--- config.mk ---
export PLATFORM = sky130hd
export DESIGN_NAME = imem_fetch_ctrl
export DESIGN_NICKNAME = d
export VERILOG_FILES = /design/src/rtl/imem_fetch_ctrl_pkg.sv /design/src/rtl/imem_fetch_ctrl_fifo2.sv /design/src/rtl/imem_fetch_ctrl.sv
export SDC_FILE = /design/constraint.sdc
export NUM_CORES = 1
export LEC_CHECK = 0
export CORE_AREA = 3 3 142 248
export CTS_CLUSTER_DIAMETER = 150
export CTS_CLUSTER_SIZE = 12
export DETAILED_ROUTE_END_ITERATION = 6
export DIE_AREA = 0 0 145 251
export GPL_TIMING_DRIVEN = 0
export PLACE_DENSITY = 0.76
export SLEW_MARGIN = 5
export SYNTH_ARGS = -nofsm -noshare
export SYNTH_HDL_FRONTEND = slang
export SYNTH_SLANG_ARGS = --single-unit
--- constraint.sdc ---
create_clock -name i_clk -period 4.1 [get_ports i_clk]
set_clock_uncertainty 0.15 [all_clocks]
set_input_delay 0.82 -clock i_clk [delete_from_list [all_inputs] [get_ports i_clk]]
set_output_delay 0.82 -clock i_clk [all_outputs]
set_load 0.05 [all_outputs]
--- src/rtl/imem_fetch_ctrl_pkg.sv ---
// Shared types and helpers for the instruction fetch front end.
//   LINE_W / SLOTS / PC_W : line, slot and PC geometry
//   fetch_entry_t         : one buffered fetch {pc, line, mask}
//   mask_from_off()       : valid-slot mask for a PC entering mid-line
package imem_fetch_ctrl_pkg;

  localparam int LINE_W = 128;
  localparam int SLOTS  = 4;
  localparam int PC_W   = 32;

  typedef struct packed {
    logic [PC_W-1:0]   pc;
    logic [LINE_W-1:0] line;
    logic [SLOTS-1:0]  mask;
  } fetch_entry_t;

  // Slots below the entry word are not part of the fetched stream.
  function automatic logic [SLOTS-1:0] mask_from_off(input logic [1:0] off);
    logic [SLOTS-1:0] m;
    m = {SLOTS{1'b1}};
    return m << off;
  endfunction

endpackage

--- src/rtl/imem_fetch_ctrl_fifo2.sv ---
// fetch_fifo2: 2-entry valid/ready FIFO with a registered head.
//   i_clk, i_resetn : clock, async active-low reset
//   i_flush         : synchronous empty, wins over push/pop
//   i_push, i_din   : write side (never pushed while full)
//   o_valid, o_head : head entry, i_pop accepts it
//   o_count         : occupancy 0..2
module fetch_fifo2
  import imem_fetch_ctrl_pkg::*;
(
  input  logic         i_clk,
  input  logic         i_resetn,
  input  logic         i_flush,
  input  logic         i_push,
  input  fetch_entry_t i_din,
  input  logic         i_pop,
  output logic         o_valid,
  output fetch_entry_t o_head,
  output logic [1:0]   o_count
);

  fetch_entry_t ent0_q, ent1_q;
  logic [1:0]   cnt_q;

  always_ff @(posedge i_clk or negedge i_resetn) begin
    if (!i_resetn) begin
      ent0_q <= '0;
      ent1_q <= '0;
      cnt_q  <= 2'd0;
    end else if (i_flush) begin
      // Entry data is left in place; only occupancy is cleared.
      cnt_q <= 2'd0;
    end else begin
      case ({i_push, i_pop})
        2'b10: begin
          if (cnt_q == 2'd0) ent0_q <= i_din;
          else               ent1_q <= i_din;
          cnt_q <= cnt_q + 2'd1;
        end
        2'b01: begin
          if (cnt_q == 2'd2) ent0_q <= ent1_q;
          cnt_q <= cnt_q - 2'd1;
        end
        2'b11: begin
          // Occupancy is unchanged; the new entry lands behind whatever survives.
          if (cnt_q == 2'd2) begin
            ent0_q <= ent1_q;
            ent1_q <= i_din;
          end else begin
            ent0_q <= i_din;
          end
        end
        default: ;
      endcase
    end
  end

  assign o_valid = (cnt_q != 2'd0);
  assign o_head  = ent0_q;
  assign o_count = cnt_q;

endmodule

--- src/rtl/imem_fetch_ctrl.sv ---
// imem_fetch_ctrl: sequential line fetch with redirect handling for a
// 4-wide instruction memory (128-bit lines, fixed 1-cycle read latency).
//   i_clk, i_resetn                 : clock, async active-low reset
//   i_redirect_valid/_pc            : one-cycle redirect to a new PC
//   o_mem_valid, o_mem_raddr        : line read request (index = pc[ADDR_W+3:4])
//   i_mem_rinst                     : line read back one cycle after request
//   o_fetch_valid/_pc/_line/_mask   : head of the 2-entry buffer toward decode
//   i_fetch_ready                   : decode accepts head
// Optional: define IMEM_FETCH_PERF_EN to add saturating counters
//   o_perf_lines, o_perf_stall, o_perf_flush.
// IMEM_ADDRW sets the default line-index width.
`ifndef IMEM_ADDRW
`define IMEM_ADDRW 10
`endif

module imem_fetch_ctrl
  import imem_fetch_ctrl_pkg::*;
#(
  parameter int          ADDR_W   = `IMEM_ADDRW,
  parameter logic [31:0] RESET_PC = 32'h0000_0000
) (
  input  logic              i_clk,
  input  logic              i_resetn,
  input  logic              i_redirect_valid,
  input  logic [PC_W-1:0]   i_redirect_pc,
  output logic              o_mem_valid,
  output logic [ADDR_W-1:0] o_mem_raddr,
  input  logic [LINE_W-1:0] i_mem_rinst,
  output logic              o_fetch_valid,
  output logic [PC_W-1:0]   o_fetch_pc,
  output logic [LINE_W-1:0] o_fetch_line,
  output logic [SLOTS-1:0]  o_fetch_mask,
`ifdef IMEM_FETCH_PERF_EN
  output logic [31:0]       o_perf_lines,
  output logic [31:0]       o_perf_stall,
  output logic [31:0]       o_perf_flush,
`endif
  input  logic              i_fetch_ready
);

  logic [PC_W-1:0] fetch_pc_q, fetch_pc_d;
  logic [PC_W-1:0] issued_pc_q;
  logic            inflight_q;
  logic            stale_q;

  logic         pop, push, issue;
  logic [1:0]   count;
  logic [2:0]   credit;
  fetch_entry_t push_ent, head;

  assign pop = o_fetch_valid && i_fetch_ready;

  // Lines already buffered plus the one on its way back must fit in two
  // slots once this cycle's pop is accounted for. Gated by reset so the
  // request is quiet while reset is held.
  assign credit = {1'b0, count} + {2'b0, inflight_q} - {2'b0, pop};
  assign issue  = i_resetn && !i_redirect_valid && (credit < 3'd2);

  assign o_mem_valid = issue;
  assign o_mem_raddr = fetch_pc_q[ADDR_W+3:4];

  assign push = inflight_q && !stale_q && !i_redirect_valid;

  always_comb begin
    push_ent      = '0;
    push_ent.pc   = {issued_pc_q[PC_W-1:2], 2'b00};
    push_ent.line = i_mem_rinst;
    push_ent.mask = mask_from_off(issued_pc_q[3:2]);
  end

  always_comb begin
    fetch_pc_d = fetch_pc_q;
    if (i_redirect_valid) fetch_pc_d = i_redirect_pc;
    else if (issue)       fetch_pc_d = {fetch_pc_q[PC_W-1:4] + 28'd1, 4'b0000};
  end

  always_ff @(posedge i_clk or negedge i_resetn) begin
    if (!i_resetn) begin
      fetch_pc_q  <= RESET_PC;
      issued_pc_q <= '0;
      inflight_q  <= 1'b0;
      stale_q     <= 1'b0;
    end else begin
      fetch_pc_q <= fetch_pc_d;
      inflight_q <= issue;
      if (issue) issued_pc_q <= fetch_pc_q;
      // Marks a response that belongs to the pre-redirect stream.
      stale_q <= i_redirect_valid && inflight_q;
    end
  end

  fetch_fifo2 u_fifo (
    .i_clk    (i_clk),
    .i_resetn (i_resetn),
    .i_flush  (i_redirect_valid),
    .i_push   (push),
    .i_din    (push_ent),
    .i_pop    (pop),
    .o_valid  (o_fetch_valid),
    .o_head   (head),
    .o_count  (count)
  );

  assign o_fetch_pc   = head.pc;
  assign o_fetch_line = head.line;
  assign o_fetch_mask = head.mask;

`ifdef IMEM_FETCH_PERF_EN
  logic [31:0] perf_lines_q, perf_stall_q, perf_flush_q;

  always_ff @(posedge i_clk or negedge i_resetn) begin
    if (!i_resetn) begin
      perf_lines_q <= '0;
      perf_stall_q <= '0;
      perf_flush_q <= '0;
    end else begin
      if (pop && perf_lines_q != '1)                            perf_lines_q <= perf_lines_q + 32'd1;
      if (o_fetch_valid && !i_fetch_ready && perf_stall_q != '1) perf_stall_q <= perf_stall_q + 32'd1;
      if (i_redirect_valid && perf_flush_q != '1)               perf_flush_q <= perf_flush_q + 32'd1;
    end
  end

  assign o_perf_lines = perf_lines_q;
  assign o_perf_stall = perf_stall_q;
  assign o_perf_flush = perf_flush_q;
`endif

endmodule

### Yosys cells after proc, flatten, opt, wreduce, memory -nomap -nowiden

Cells that the tools add are included.

* memory bits (writable): 0
* latch bits: 0
* logic and storage cells: 54
* input port bits: 164
* memories: 0
* flip-flop bits (word level): 396
* bits in read-only memories: 0

* eq/ne operators: 8
* reduce and logical (&&, ||, !) cells: 16
* shift operators: 1
* add/sub/neg operators: 5
* $lt $le $gt $ge: 1
* multiplexer cells: 11
* multiply operators: 0
* bitwise logic cells: 1
* div/mod/pow operators: 0

Operators with widths (number)
* $mux 164: 5
* $pmux 164 s3: 1
* $pmux 164 s2: 1
* $mux 32: 2
* $add 28x1->28 const B: 1
* $reduce_and 4->1: 2
* $eq 2x2->1 const B: 3
* $logic_and 1x1->1: 6
* $ne 2x1->1 const B: 3
* $reduce_bool 2->1: 3
* $reduce_bool 3->1: 2
* $pmux 2 s2: 1
* $shl 4x2->4 const A: 1
* $add 2x1->3: 1
* $lt 3x2->1 const B: 1
* $sub 3x1->3: 1
* $add 2x1->2 const B: 1
* $eq 2x1->1 const B: 1
* $logic_not 1->1: 2
* $logic_not 2->1: 1
* $mux 2: 1
* $ne 2x2->1 const B: 1
* $sub 2x1->2 const B: 1
* $not 1->1: 1

### Logic depth before layout (Yosys ltp)

* depth after elaboration: 7
* mapped depth: 11
* mapped depth without buffers: 10

### By module

From an unflattened synthesis, not the netlist that was laid out.

* cells, all modules: 1893
* area total of the unflattened synthesis: 19846.5 um^2

Modules (own cells, without submodules)
* fetch_fifo2: cells an instance 1532, area an instance 16667.2 um^2, seq. area each 8257.9 um^2, times used 1
* imem_fetch_ctrl: cells an instance 361, area an instance 3179.3 um^2, seq. area each 1551.5 um^2, times used 1

### Worst setup path before layout

Ideal clock, no wire load.

* path type: input to output
* from: input port i_fetch_ready
* to: output port o_mem_valid
* cell stages on the path: 8
* data required time: 3.130 ns
* setup slack: 0.476 ns
* buffers on the path: 1
* data arrival time: 2.654 ns
* path through: o21ai_0 -> inv_1 -> ha_1 -> nand2b_1 -> fa_1 -> nand3b_1 -> nor2_1 -> buf_2

* longest elaborated chain between the ends: 4

RTL lines
* start, declared: line imem_fetch_ctrl.sv:38 `input logic i_fetch_ready`
* $logic_and 1x1->1: line imem_fetch_ctrl.sv:51 `assign pop = o_fetch_valid && i_fetch_ready;`
* $sub 3x1->3: line imem_fetch_ctrl.sv:56 `assign credit = {1'b0, count} + {2'b0, inflight_q} - {2'b0, pop};`
* $lt 3x2->1: line imem_fetch_ctrl.sv:57 `assign issue = i_resetn && !i_redirect_valid && (credit < 3'd2);`
* $logic_and 1x1->1: line imem_fetch_ctrl.sv:57
* end, declared: line imem_fetch_ctrl.sv:26 `output logic o_mem_valid,`

No other way between the ends.

### Worst setup path after layout

* from: register u_fifo.cnt_q[1], in the netlist u_fifo.o_count[1]
* to: output port o_mem_valid

* longest elaborated chain between the ends: 5
* elaborated cells between the ends (all ways): 6
* classes of those cells: add/sub (2); order compare (1); reduce/logical (3)

RTL lines
* start, declared: line imem_fetch_ctrl_fifo2.sv:22 `logic [1:0] cnt_q;`
* start signal, assigned: line imem_fetch_ctrl_fifo2.sv:37 `cnt_q <= cnt_q + 2'd1;`
* start signal, assigned: line imem_fetch_ctrl_fifo2.sv:41 `cnt_q <= cnt_q - 2'd1;`
* branches (longest 2 deep; another with $add 2x1->3)
* $sub 3x1->3 *: line imem_fetch_ctrl.sv:56
* $lt 3x2->1 *: line imem_fetch_ctrl.sv:57
* $logic_and 1x1->1 *: line imem_fetch_ctrl.sv:57

Mark *: on every way between the ends.

==> reports/results.md <==
| Result | This run |
|:---|:---|
| Pins over their slew limit | 0 |
| Nets | 1,905 |
| Number of antenna violations at the first check in global routing | 7 |
| Result of the run | finished clean |
| Final Hold Slack | 0.0987 ns |
| Mean instance size in the synthesized netlist | 12.3 µm² |
| Fraction of final layout cells with drive strength greater than 1 | 0.183 |
| Dominant register cell in the synthesized netlist | dfrtp_1 |
| Clock H-tree levels | 2 |
| Horizontal extent of the die | 145 µm |
| Initial core utilization | 0.495 |
| Post-cts hold buffer count | 0 |
| Number of routed nets with antenna violations | 0 |
| Wire length of the first global-routing pass | 67,500 µm |
| Arr. time, crit path | 3.06 ns |
| Placed wire-length estimate after detailed placement | 31,800 µm |
| Total Negative Setup Slacks | 0 ns |
| Drt first pass iters | 5 |
| Critical R2R Launch | u_fifo.o_count[1]$_DFFE_PN0P_ |
| Peak per-stage delay on the critical path | 0.55 ns |
| Minimum setup slack among reg-to-reg paths | 0.50 ns |
| FF+latch count, synth | 388 |
| Multi-input logic area | 0.00630 mm² |
| # Max-Cap Violations | 0 |
| Worst max-slew margin expressed relative to the limit | 0.449 |
| Part of the Yosys area used for sequential elements | 0.585 |
| Slew of the pin with the lowest slew margin | 0.819 ns |
| Cells taking the most area after synthesis | dfrtp_1 (58%), mux2_2 (13%), mux2i_1 (9.7%), o21ai_1 (4.9%), nand2_1 (4.7%) |
| Cts bufs inserted | 38 |
| Clock sinks | 388 |
| Total power | 17.7 mW |
| Areal power density over the cells | 815 mW/mm² |
| Fraction of synthesized cell area taken by the top area cell type | 0.585 |
| DRC violations left | 0 |
| Cell taking the most area after synthesis | dfrtp_1 |
| Weighted congestion reported at the end of routability-driven placement | 0.903 |
| Final critical path time including I/O delays and setup | 4.03 ns |
| Dominant cell type by count on the critical path | buf_6 |
| Total setup violations reported at the end of the flow | 0 |
| Area delta synth->final | 30.7% |
| PortBufs | 335 |
| Peak Freq | 0.248 GHz |
| Clock slew at reported path FFs | 0.06 ns |
| Post-synth cell types | 43 |
| Max stage delay cell, worst path | fa_2 |
| Wire per inst | 19.3 µm |
| Crit path required time | 3.13 ns |
| Final worst path period share | 0.983 |
| Number of global-route vias before repair | 12,613 |
| Number of fill cells | 2,548 |
| Max rail drop VDD | 391 µV |
| Standard-cell row count | 89 |
| CP Launch Type | flip-flop |
| Highest fanout seen on the critical path | 11 |
| Via density | 5.25 |
| Reg area | 0.00971 mm² |
| Overall routing resource usage | 0.231 |
| Largest net degree at the start of global routing | 120 |
| Share of flip-flops with an asynchronous set or reset after synthesis | 1.00 |
| Worst Reg2Reg Path Length in Cells | 12 |
| Category of cells accounting for the largest share of critical-path delay | adder cells |
| Detailed router's first-iteration violation count | 477 |
| Core utilization of the finished layout | 0.647 |
| Ordered cell list for the critical path | buf_6 > o21ai_2 > inv_1 > ha_1 > nand2b_1 > fa_2 > nand3b_1 > nor2_4 > buf_6 > buf_6 |
| Number of enable flip-flop cells after synthesis | 0 |
| HP Class | in2async |
| Number of buffers and inverters on the critical path | 4 |
| CTS tree | built |
| Vert. Die Dim | 251 µm |
| Count of yosys warnings during synthesis | 0 |
| Number of top-level pins | 340 |
| Total vias in the final route | 11,550 |
| Insertion delay to the later sink of the worst-skew pair | 0.53 ns |
| Fin. Hold Viols | 0 |
| Worst Path Class, Setup | reg2out |
| Leakage power figure | 9.47 nW |
| Die area | 0.0364 mm² |
| Routed wire length | 42,400 µm |
| CTS Buffer Depth | 3 |
| Worst Setup End Kind | primary output |
| Synthesized instance count | 1,354 |
| Total overflow reported by the global router | 0 |
| Cell Area, Synth | 0.0166 mm² |
| Area inside the core boundary | 0.0335 mm² |
| Root Buffer | clkbuf_16 |
| R2r endpoint | fetch_pc_q[23]$_DFFE_PN0P_ |
-- where the power goes --
group | switching [mW] | total [mW] | internal, mW | leakage (nW)
logic | 4.91 | 7.99 | 3.08 | 4.08
clock network | 1.36 | 3.04 | 1.68 | 0.490
registers | 1.05 | 6.66 | 5.61 | 4.90
total | 7.32 | 17.7 | 10.4 | 9.47
-- stage by stage --
stage	instance area, µm²	setup slack (ns)	instances
2_1_floorplan	16600	0.476	1355
3_3_place_gp	20500	-14.59	2145
3_5_place_dp	20600	-1.09	2148
4_1_cts	21700	0.00328	2191
5_1_grt	21700	-0.0546	2200
6_report	21700	0.0687	2200
-- cells in the final DEF (no fill, tap or decap), types with 10 or more instances in the layout --
master	netlist	layout
buf_2	39	38
buf_4	12	17
buf_6	20	22
clkbuf_1	22	22
clkbuf_16	0	39
clkdlybuf4s50_1	0	332
dfrtp_1	388	388
mux2_2	189	189
mux2i_1	161	161
nand2_1	206	206
nand3_1	12	12
nand4_1	10	10
nor2_1	13	12
o21ai_0	29	28
o21ai_1	162	162
xor2_1	12	12
-- cell usage after synthesis (2+ instances only) --
library cell,count
a21o_1,2
a21oi_1,9
and2_1,3
and3_1,2
buf_1,2
buf_2,39
buf_4,12
buf_6,20
clkbuf_1,22
dfrtp_1,388
ha_1,2
inv_1,6
mux2_2,189
mux2i_1,161
nand2_1,206
nand2b_1,6
nand3_1,12
nand3b_1,3
nand4_1,10
nor2_1,13
nor2b_1,5
nor3_1,7
nor3b_1,2
nor4_1,3
nor4_2,2
o211ai_1,3
o21ai_0,29
o21ai_1,162
o311ai_0,2
xnor2_1,8
xor2_1,12
-- sequential cells by signal, indices dropped and copies added, names as in the netlist --
| name | flops |
|---|---|
| issued_pc_q | 30 |
| u_fifo.o_count | 2 |
| fetch_pc_q | 30 |
| u_fifo.o_head | 162 |
| stale_q | 1 |
| inflight_q | 1 |
| u_fifo.ent1_q | 162 |
-- area by class of cell --
class,instances,area share
clock inverter,2,0.000807
inverter,6,0.00104
timing repair buffer,343,0.160
multi-input combinational,865,0.290
buffer,96,0.0282
clock buffer,39,0.0450
sequential,388,0.447
tap,455,0.0262
antenna,6,0.000692
-- per-layer routing --
| metal | part of all wire | global-route usage |
|---|---|---|
| met5 | 0.00031 | 0 |
| met4 | 0.054 | 0.120 |
| met3 | 0.044 | 0.0379 |
| met2 | 0.55 | 0.437 |
| met1 | 0.36 | 0.246 |
-- worst reg2reg max path: stages, from the launching register on --
cell and delay (ns):
dfrtp_1 0.42, buf_6 0.16, o21ai_2 0.19, inv_1 0.08, ha_1 0.28, nand2b_1 0.16, fa_2 0.40, xor2_4 0.22
buf_4 0.16, nor4_1 0.72, nand4_1 0.20, xor2_1 0.18, o21ai_0 0.17
-- how the worst max path moves through the flow --
stage,start,endpoint,depth (start not counted)
6_report,u_fifo.o_count[1]$_DFFE_PN0P_,o_mem_valid,10
5_1_grt,u_fifo.o_count[1]$_DFFE_PN0P_,o_mem_valid,10
4_1_cts,i_fetch_ready,o_mem_valid,10
3_5_place_dp,i_fetch_ready,o_mem_valid,10
3_3_place_gp,i_resetn,o_mem_valid,5
2_1_floorplan,i_fetch_ready,o_mem_valid,8
-- repair_timing --
| action | CTS | global route |
|---|---|---|
| endpoints found under the setup margin | 1 | 1 |
| gates resized for setup | 14 | 2 |
| pin swaps | 1 | 2 |
| setup buffers | 2 | 3 |
-- cell families (layout without fill, tap and decap cells) --
| logic type | Yosys count | after routing | synth area share |
|---|---|---|---|
| adder cells (fa/ha/maj) | 3 | 3 | 0.00271 |
| other | 1 | 8 | 0.000226 |
| buffers and inverters | 102 | 486 | 0.0378 |
| flip-flops | 388 | 388 | 0.585 |
| XOR/XNOR | 21 | 21 | 0.0115 |
| multiplexers | 350 | 350 | 0.225 |
| AO/OA/AOI/OAI | 212 | 212 | 0.0663 |
| AND/OR/NAND/NOR | 277 | 277 | 0.0715 |
Note: power is estimated with default switching activity, not from simulation.
